===== src/rtl/ldpc_3gpp_enc_p3_join.sv =====
// Parity-3 combiner: per-stream elastic FIFOs (mm lanes, p1, acu) joined by XOR into the parity word.
// Lanes may arrive skewed; output has valid/ready backpressure, sticky errors and a frame length counter.
module ldpc_3gpp_enc_p3_join #(
  parameter int pDAT_W  = 8,
  parameter int pNCH    = 3,
  parameter int pSTRB_W = 4,
  parameter int pFIFO_W = 2,
  parameter int pPIPE   = 0,
  parameter int pCNT_W  = 16
) (
  input  logic                    iclk,
  input  logic                    ireset,
  input  logic                    iclkena,
  input  logic [pNCH-1:0]         ilane_mask,
  input  logic                    iuse_p1,
  input  logic [pNCH-1:0]         imm_val,
  input  logic [pNCH*pSTRB_W-1:0] imm_strb,
  input  logic [pNCH*pDAT_W-1:0]  imm_dat,
  input  logic                    ip1_val,
  input  logic [pDAT_W-1:0]       ip1_dat,
  input  logic                    iacu_val,
  input  logic [pSTRB_W-1:0]      iacu_strb,
  input  logic [pDAT_W-1:0]       iacu_dat,
  input  logic                    ordy,
  output logic                    oval,
  output logic [pSTRB_W-1:0]      ostrb,
  output logic [pDAT_W-1:0]       odat,
  input  logic                    iclr_err,
  output logic                    oerr_ovf,
  output logic                    oerr_strb,
  output logic [pCNT_W-1:0]       ofrm_len
);
  localparam int NF    = pNCH + 2;
  localparam int P1    = pNCH;
  localparam int ACU   = pNCH + 1;
  localparam int DEPTH = 1 << pFIFO_W;
  localparam logic [pFIFO_W:0]  PTR_ONE = 1;
  localparam logic [pCNT_W-1:0] CNT_ONE = 1;

  logic [NF-1:0]              w_raw_val,  w_in_val;
  logic [NF-1:0][pDAT_W-1:0]  w_raw_dat,  w_in_dat;
  logic [NF-1:0][pSTRB_W-1:0] w_raw_strb, w_in_strb;

  for (genvar g = 0; g < pNCH; g++) begin : g_lane
    assign w_raw_val[g]  = imm_val[g];
    assign w_raw_dat[g]  = imm_dat[g*pDAT_W +: pDAT_W];
    assign w_raw_strb[g] = imm_strb[g*pSTRB_W +: pSTRB_W];
  end
  assign w_raw_val[P1]   = ip1_val;
  assign w_raw_dat[P1]   = ip1_dat;
  assign w_raw_strb[P1]  = '0;
  assign w_raw_val[ACU]  = iacu_val;
  assign w_raw_dat[ACU]  = iacu_dat;
  assign w_raw_strb[ACU] = iacu_strb;

  if (pPIPE != 0) begin : g_pipe
    logic [NF-1:0]              r_val;
    logic [NF-1:0][pDAT_W-1:0]  r_dat;
    logic [NF-1:0][pSTRB_W-1:0] r_strb;
    always_ff @(posedge iclk) begin
      if (!ireset) begin
        r_val  <= '0;
        r_dat  <= '0;
        r_strb <= '0;
      end else if (iclkena) begin
        r_val  <= w_raw_val;
        r_dat  <= w_raw_dat;
        r_strb <= w_raw_strb;
      end
    end
    assign w_in_val  = r_val;
    assign w_in_dat  = r_dat;
    assign w_in_strb = r_strb;
  end else begin : g_nopipe
    assign w_in_val  = w_raw_val;
    assign w_in_dat  = w_raw_dat;
    assign w_in_strb = w_raw_strb;
  end

  // Pointers carry one extra wrap bit so full and empty are distinguishable.
  logic [NF-1:0][pFIFO_W:0] r_wptr, r_rptr;
  logic [pDAT_W-1:0]        r_mem_dat  [NF][DEPTH];
  logic [pSTRB_W-1:0]       r_mem_strb [NF][DEPTH];
  logic [pNCH-1:0]          r_mask;
  logic                     r_use_p1;
  logic                     r_oval, r_err_ovf, r_err_strb;
  logic [pSTRB_W-1:0]       r_ostrb;
  logic [pDAT_W-1:0]        r_odat;
  logic [pCNT_W-1:0]        r_cnt, r_frm_len;

  logic [NF-1:0]      w_en, w_empty, w_full, w_push_req, w_push, w_pop_f;
  logic               w_join_ok, w_pop, w_idle, w_ovf, w_strb_err;
  logic [pDAT_W-1:0]  w_xor;
  logic [pSTRB_W-1:0] w_acu_strb;
  logic [pCNT_W-1:0]  w_cnt_nxt;

  always_comb begin
    w_en       = {1'b1, r_use_p1, r_mask};
    w_empty    = '0;
    w_full     = '0;
    w_join_ok  = 1'b1;
    w_strb_err = 1'b0;
    for (int i = 0; i < NF; i++) begin
      w_empty[i] = (r_wptr[i] == r_rptr[i]);
      w_full[i]  = (r_wptr[i][pFIFO_W] != r_rptr[i][pFIFO_W]) &&
                   (r_wptr[i][pFIFO_W-1:0] == r_rptr[i][pFIFO_W-1:0]);
      if (w_en[i] && w_empty[i]) w_join_ok = 1'b0;
    end
    w_pop      = w_join_ok && (!r_oval || ordy);
    w_pop_f    = w_pop ? w_en : '0;
    w_push_req = w_in_val & w_en;
    w_push     = w_push_req & (~w_full | w_pop_f);
    w_ovf      = |(w_push_req & w_full & ~w_pop_f);
    w_idle     = (&w_empty) && !r_oval;
    w_acu_strb = r_mem_strb[ACU][r_rptr[ACU][pFIFO_W-1:0]];
    w_xor      = r_mem_dat[ACU][r_rptr[ACU][pFIFO_W-1:0]];
    if (r_use_p1) w_xor = w_xor ^ r_mem_dat[P1][r_rptr[P1][pFIFO_W-1:0]];
    for (int i = 0; i < pNCH; i++) begin
      if (r_mask[i]) begin
        w_xor = w_xor ^ r_mem_dat[i][r_rptr[i][pFIFO_W-1:0]];
        if (r_mem_strb[i][r_rptr[i][pFIFO_W-1:0]] != w_acu_strb) w_strb_err = 1'b1;
      end
    end
    w_cnt_nxt = w_acu_strb[0] ? CNT_ONE : ((&r_cnt) ? r_cnt : r_cnt + CNT_ONE);
  end

  always_ff @(posedge iclk) begin
    if (ireset && iclkena) begin
      for (int i = 0; i < NF; i++) begin
        if (w_push[i]) begin
          r_mem_dat[i][r_wptr[i][pFIFO_W-1:0]]  <= w_in_dat[i];
          r_mem_strb[i][r_wptr[i][pFIFO_W-1:0]] <= w_in_strb[i];
        end
      end
    end
  end

  always_ff @(posedge iclk) begin
    if (!ireset) begin
      r_wptr     <= '0;
      r_rptr     <= '0;
      r_mask     <= '1;
      r_use_p1   <= 1'b1;
      r_oval     <= 1'b0;
      r_ostrb    <= '0;
      r_odat     <= '0;
      r_err_ovf  <= 1'b0;
      r_err_strb <= 1'b0;
      r_cnt      <= '0;
      r_frm_len  <= '0;
    end else if (iclkena) begin
      if (w_idle) begin
        r_mask   <= ilane_mask;
        r_use_p1 <= iuse_p1;
      end
      for (int i = 0; i < NF; i++) begin
        if (w_push[i])  r_wptr[i] <= r_wptr[i] + PTR_ONE;
        if (w_pop_f[i]) r_rptr[i] <= r_rptr[i] + PTR_ONE;
      end
      if (w_pop) begin
        r_oval  <= 1'b1;
        r_odat  <= w_xor;
        r_ostrb <= w_acu_strb;
        r_cnt   <= w_cnt_nxt;
        if (w_acu_strb[1]) r_frm_len <= w_cnt_nxt;
      end else if (ordy) begin
        r_oval <= 1'b0;
      end
      if (w_ovf)              r_err_ovf <= 1'b1;
      else if (iclr_err)      r_err_ovf <= 1'b0;
      if (w_pop && w_strb_err) r_err_strb <= 1'b1;
      else if (iclr_err)       r_err_strb <= 1'b0;
    end
  end

  assign oval      = r_oval;
  assign ostrb     = r_ostrb;
  assign odat      = r_odat;
  assign oerr_ovf  = r_err_ovf;
  assign oerr_strb = r_err_strb;
  assign ofrm_len  = r_frm_len;
endmodule


===== config.mk =====
export PLATFORM = sky130hd
export DESIGN_NAME = ldpc_3gpp_enc_p3_join
export DESIGN_NICKNAME = d
export VERILOG_FILES = /design/src/rtl/ldpc_3gpp_enc_p3_join.sv
export SDC_FILE = /design/constraint.sdc
export NUM_CORES = 1
export LEC_CHECK = 0
export CAP_MARGIN = 30
export CORE_ASPECT_RATIO = 1.4
export CORE_UTILIZATION = 40
export DETAILED_ROUTE_END_ITERATION = 8
export PLACE_DENSITY = 0.67
export SKIP_CTS_REPAIR_TIMING = 1
export SYNTH_ARGS = -nofsm -noshare
export SYNTH_HDL_FRONTEND = slang
export SYNTH_SLANG_ARGS = --single-unit

===== constraint.sdc =====
create_clock -name iclk -period 2.6 [get_ports iclk]
set_input_delay 0.39 -clock iclk [delete_from_list [all_inputs] [get_ports iclk]]
set_output_delay 0.39 -clock iclk [all_outputs]
set_load 0.03 [all_outputs]

==> run_results.csv, run 1 <==
group,metric,value,unit
detailed_routing,drtIter0Drc,380,
synthesis,yosys-top-cells-area,"edfxtp_1, dfxtp_1, mux4_2",
clock_tree,cts_buffers,29,
flow_run,drv_cap,0,
worst_setup_path,arrival,2.80,ns
sta,slew_viol_final,0,
die,fp.dieW,156.4,um
pwr,total_power,10520,uW
worst_setup_path,worst-setup-path-type,"reg2reg",
detailed_routing,via_count,7692,
clock_tree,cts.sinks,305,
outcome,status,"completed",
grt,grt.total_usage,0.1701,
clock_tree,clk_path_buf_depth,3,
clock_tree,clk_pin_slew,0.07,ns
die,die_h,218.1,um
final_layout,diodes,0,
placed_design,post-place-ws,-0.007414,ns
sta,slew-limit-headroom,0.4570,
worst_setup_path,r2r_setup_slack,0.24,ns
sta,fin_skew,0.01851,ns
worst_setup_path,r2r-end,"oerr_strb",
worst_setup_path,required,3.04,ns
worst_setup_path,critPathLaunchType,"register",
worst_setup_path,critPathMaxStageDelay,0.65,ns
synthesis,synth_top_area_frac,0.5040,
final_layout,layoutNonFillerInstCount,1514,
die,core.rowCount,78,
sta,worst_pin_slew,0.8146,ns
final_layout,post-route-util,0.4990,
synthesis,synthFlopType,"edfxtp_1",
synthesis,avgSynthCellArea,14.62,sq um
final_layout,syn_to_final_growth,21.86,%
min_path,min_path_type,"reg2reg",
die,core-area,0.03260,sq mm
clock_tree,clk_latency,0.55,ns
grt,grt_pass1_vias,7960,
detailed_routing,viasPerCell,5.081,
pwr,ir_drop,0.4512,mV
detailed_routing,ant_nets,0,
die,pin_count,101,
sta,finalCriticalPeriod,2.362,ns
final_layout,layout_commonest_cell,"edfxtp_1",
grt,grt_max_degree,93,
detailed_routing,drc,0,
min_path,hold_start,"ofrm_len[5]",
final_layout,drive_above_1_share,0.1648,
final_layout,final_cell_mix,"edfxtp_1, clkdlybuf4s50_1, nand2_1",
min_path,min_to,"ofrm_len[5]",
clock_tree,h-tree-depth,1,
synthesis,syn_inst,913,
worst_setup_path,rr_worst_depth,6,
worst_setup_path,worstPathCellList,"buf_4, mux4_2, xor2_1, o41ai_1, nand4_1, and3_1",
synthesis,synth_edf_count,224,
worst_setup_path,reg2reg_from,"r_rptr[12]",
min_path,hold_depth,2,
sta,max_freq,0.4234,GHz
worst_setup_path,crit_slowest_cell,"mux4_2",
sta,setup_viol,0,
clock_tree,tritoncts,"built",
detailed_routing,totalWireLength,27.94,mm
pwr,p_leak,0.005623,uW
worst_setup_path,endpoint_kind,"register",
synthesis,ys_seq_area_frac,0.6255,
placed_design,port_buffers,100,
placed_design,dp_hpwl,20.15,mm
placed_design,gp_congestion,0.8097,
synthesis,postSynth.asyncResetShare,0,
detailed_routing,post_drt_wl_per_cell,18.46,um
placed_design,placed_cells,1460,
grt,grt_pass1_wl,43.98,mm
synthesis,yosysUniqueCellTypes,64,
pwr,powerDensity,646.9,mW/mm^2
synthesis,syn-num-nets,1009,
sta,finalWorstSetupSlack,0.2379,ns
synthesis,yosys_warnings,0,
die,die_area,0.03411,sq mm
final_layout,nets,1148,
die,start_util,0.4095,
grt,grt_remaining_overflow,0,
synthesis,yosys.area.top_type,"edfxtp_1",
synthesis,syn_area,0.01335,sq mm
sta,period_share,0.9085,
sta,rsz0062_at_grt,"no",
detailed_routing,first_pass_iters,6,
clock_tree,cts_root_buffer,"clkbuf_16",
grt,antenna_found_initial,0,
worst_setup_path,path_max_fanout,15,
synthesis,synth-seq-cells,305,
sta,finalHoldViolCount,0,
sta,timing.hold.ws,0.4712,ns
==> cell type report <==
class / count / area, sq um
clock buffers: 36 / 762.0
clock inverters: 17 / 221.5
fillers: 2851 / 16330
inverters: 19 / 71.32
multi-input cells: 539 / 4705
flip-flops and latches: 305 / 8348
well taps: 440 / 550.5
repair buffers: 158 / 1607
==> how the worst max path moves through the flow <==
stage                                   end  cells past startpoint  slack (ns)  startpoint
final                             oerr_strb                      6        0.24  r_rptr[12]
after global routing      r_mem_strb[0][28]                     10        0.02   r_rptr[3]
after CTS                 r_mem_strb[0][76]                      7        0.06   r_wptr[6]
after detailed placement  r_mem_strb[0][28]                      9      -0.007        ordy
after global placement     r_mem_dat[0][53]                      9       -0.03        ordy
after floorplan           r_mem_dat[0][128]                      9        0.20   r_rptr[3]
==> synthesized netlist by cell type, types with 10 or more instances <==
library cell / number
xor2_1: 36
a21boi_0: 19
edfxtp_1: 224
mux2i_1: 31
a21oi_1: 12
buf_2: 13
inv_1: 19
nand3_1: 21
and3_1: 10
nor2b_1: 23
and2_1: 36
xnor2_1: 25
nand2b_1: 13
o21ai_0: 27
clkbuf_1: 28
nand2_1: 98
dfxtp_1: 81
ha_1: 26
mux4_2: 55
==> stage by stage <==
stage,cell area [sq um],setup TNS [ns]
5_1_grt,16260,0
2_1_floorplan,13350,0
3_5_place_dp,15260,-0.07621
3_3_place_gp,15260,-1.278
6_report,16260,0
4_1_cts,16250,0
==> state kept, by name (all words and copies together) (netlist names) <==
register	cells
odat	8
oerr_ovf	1
oerr_strb	1
ofrm_len	16
ostrb	4
oval	1
r_cnt	16
r_mask	3
r_mem_dat	160
r_mem_strb	64
r_rptr	15
r_use_p1	1
r_wptr	15
==> layer usage <==
metal / vias to the layer above / GRT usage / part of all wire
met1: 3828 / 0.2033 / 0.41
met5: - / 0 / 0
met3: 35 / 0.01864 / 0.033
li1: 3676 / - / -
met4: 0 / 0.06307 / 0.030
met2: 153 / 0.3122 / 0.53
==> report_power, final <==
part	switching [uW]	internal (uW)	total, uW
Clock	1780	2580	4360
Combinational	453	376	829
Sequential	42.6	5290	5340
Total	2270	8250	10500
==> worst max-delay path: cells and delay by family (launching register included) <==
family	cells	cell delay [ns]
multiplexers	1	0.65
buffers and inverters	1	0.31
AND/OR/NAND/NOR	2	0.30
flip-flops	1	0.36
XOR/XNOR	1	0.20
AO/OA/AOI/OAI	1	0.43
==> cell families (layout without fill, tap and decap cells) <==
family / count (synthesis) / count (layout) / synth area share
compound gates: 106 / 106 / 0.05690
simple gates: 251 / 251 / 0.09937
mux: 87 / 87 / 0.1169
buf+inv: 69 / 230 / 0.02344
fa+ha+maj: 26 / 26 / 0.02437
flops: 305 / 305 / 0.6255
xor+xnor: 69 / 69 / 0.05353
Power figures use the tool's default switching activity.
==> run 2: changes to the inputs <==
--- a/config.mk
+++ b/config.mk
@@ -5,7 +5,7 @@
 export SDC_FILE = /design/constraint.sdc
 export NUM_CORES = 1
 export LEC_CHECK = 0
-export CAP_MARGIN = 30
+export CAP_MARGIN = 10
 export CORE_ASPECT_RATIO = 1.4
 export CORE_UTILIZATION = 40
 export DETAILED_ROUTE_END_ITERATION = 8
==> results of run 2 <==
No change in the layout: final DEF, timing and power equal those of run 1.
==> run 3: changes to the inputs <==
--- a/config.mk
+++ b/config.mk
@@ -9,7 +9,7 @@
 export CORE_ASPECT_RATIO = 1.4
 export CORE_UTILIZATION = 40
 export DETAILED_ROUTE_END_ITERATION = 8
-export PLACE_DENSITY = 0.67
+export PLACE_DENSITY = 0.58
 export SKIP_CTS_REPAIR_TIMING = 1
 export SYNTH_ARGS = -nofsm -noshare
 export SYNTH_HDL_FRONTEND = slang
==> run 3 against run 2 <==
- register-to-register slack got worse by 0.04 ns
- largest power group unchanged
- first-iteration DRC count fell by 6.6%
- critical path type unchanged
- die area did not move
- hold slack got worse by 0.0041 ns
==> run_results.csv, run 3 (same netlist as run 1, synthesis figures left out) <==
group,metric,value,unit
sta,rsz0062_at_grt,"no",
outcome,status,"completed",
final_layout,drive_above_1_share,0.1682,
grt,grt_remaining_overflow,0,
grt,grt_pass1_vias,7817,
sta,setup_tns,0,ns
die,core.rowCount,78,
die,core-area,0.03260,sq mm
worst_setup_path,arrival,2.72,ns
min_path,min_to,"ofrm_len[10]",
final_layout,num-fill-cells,2794,
pwr,total_power,10360,uW
placed_design,dp_hpwl,20.74,mm
worst_setup_path,path_max_fanout,12,
detailed_routing,viasPerCell,5.034,
sta,slew-limit-headroom,0.4135,
pwr,ir_drop,0.4591,mV
clock_tree,clk_pin_slew,0.07,ns
sta,finalHoldViolCount,0,
die,start_util,0.4095,
grt,grt_pass1_wl,44.26,mm
detailed_routing,drc,0,
placed_design,port_buffers,100,
pwr,powerDensity,635.1,mW/mm^2
placed_design,post-place-ws,0.1100,ns
sta,finalCriticalPeriod,2.403,ns
detailed_routing,totalWireLength,28.50,mm
detailed_routing,first_pass_iters,5,
detailed_routing,via_count,7661,
sta,worst_pin_slew,0.8797,ns
min_path,hold_start,"ofrm_len[10]",
worst_setup_path,crit_slowest_cell,"nor3b_1",
worst_setup_path,rr_worst_depth,9,
worst_setup_path,cpMostUsedCell,"buf_4",
clock_tree,h-tree-depth,1,
clock_tree,tritoncts,"built",
die,die_h,218.1,um
placed_design,gp_congestion,0.7833,
worst_setup_path,critPathMaxStageDelay,0.57,ns
worst_setup_path,required,2.92,ns
sta,period_share,0.9241,
worst_setup_path,critPathLaunchType,"register",
final_layout,layout_commonest_cell,"edfxtp_1",
die,pin_count,101,
final_layout,post-route-util,0.5007,
grt,grt_max_degree,93,
sta,fin_skew,0.01466,ns
final_layout,syn_to_final_growth,22.27,%
final_layout,regArea,0.008348,sq mm
worst_setup_path,worst-setup-path-type,"reg2reg",
pwr,p_leak,0.005648,uW
sta,slew_viol_final,0,
sta,max_freq,0.4162,GHz
final_layout,final_cell_mix,"edfxtp_1, clkdlybuf4s50_1, nand2_1",
detailed_routing,drtIter0Drc,355,
worst_setup_path,r2r_setup_slack,0.20,ns
min_path,hold_depth,2,
clock_tree,clk_latency,0.56,ns
clock_tree,cts_root_buffer,"clkbuf_16",
sta,setup_viol,0,
grt,grt.total_usage,0.1732,
clock_tree,clk_path_buf_depth,3,
sta,finalWorstSetupSlack,0.1974,ns
worst_setup_path,reg2reg_from,"r_rptr[8]",
die,fp.dieW,156.4,um
final_layout,diodes,0,
final_layout,largest_reg_flops,160,
flow_run,drv_cap,0,
min_path,min_path_type,"reg2reg",
final_layout,multi_input_area,0.004695,sq mm
worst_setup_path,worstPathCellList,"xnor2_1, nor3b_1, a221oi_2, buf_4, a21oi_1, nor3_1, buf_4, and2_1, buf_12",
detailed_routing,post_drt_wl_per_cell,18.73,um
worst_setup_path,crit_path_start,"r_rptr[8]",
final_layout,nets,1155,
worst_setup_path,endpoint_kind,"register",
clock_tree,cts_buffers,29,
clock_tree,cts.sinks,305,
detailed_routing,ant_nets,0,
grt,antenna_found_initial,0,
worst_setup_path,r2r-end,"r_mem_dat[0][42]",
die,die_area,0.03411,sq mm
-- run 3: changes by cell type in the layout (fill, tap and decap cells not counted) --
cell,before,now
buf_12,14,18
buf_4,44,47
clkinv_4,0,3
bufinv_16,5,3
clkbuf_1,6,7
clkinvlp_4,4,3
nor3_1,8,9
nor3_2,5,4
nor3b_1,2,3
nor3b_2,2,1
-- run 3: worst max path at each step --
stage                              to  slack, ns
floorplan           r_mem_dat[0][128]       0.20
global placement     r_mem_dat[0][13]       0.09
detailed placement   r_mem_dat[0][14]       0.11
CTS                  r_mem_strb[0][6]       0.19
global route          r_mem_dat[0][5]       0.03
finish               r_mem_dat[0][42]       0.20
-- run 3: layer usage --
metal / share of wire / up-vias / track usage
met4: 0.028 / 0 / 0.06111
met1: 0.41 / 3757 / 0.2130
met3: 0.037 / 42 / 0.02102
met2: 0.52 / 150 / 0.3110
li1: - / 3712 / -
met5: 0 / - / 0
-- run 3: through the flow --
step                hold WS, ns  std cells  area (sq um)
floorplan                0.4584        913         13350
global placement         0.4573       1468         15370
detailed placement       0.4583       1468         15370
CTS                      0.4455       1522         16320
global route             0.4725       1522         16320
finish                   0.4671       1522         16320
-- run 3: area by class of cell --
| type | instances | share of cell area |
|---|---|---|
| clock inverter | 17 | 0.01104 |
| inverter | 19 | 0.004370 |
| clock buffer | 37 | 0.04692 |
| multi-input combinational | 539 | 0.2877 |
| timing repair buffer | 165 | 0.1047 |
| sequential | 305 | 0.5115 |
| tap | 440 | 0.03373 |
-- run 3: critical path, delay by kind of cell, from the launching register on --
| family | cells | cell delay [ns] |
|---|---|---|
| simple gates | 3 | 0.82 |
| buf+inv | 3 | 0.50 |
| flops | 1 | 0.39 |
| compound gates | 2 | 0.31 |
| xor+xnor | 1 | 0.14 |
-- run 3: power by group --
group          internal (uW)  switching (uW)  leakage (uW)
Combinational            388             453       0.00252
Sequential              5290            44.8       0.00268
Clock                   2390            1790      0.000451
Total                   8070            2290       0.00565
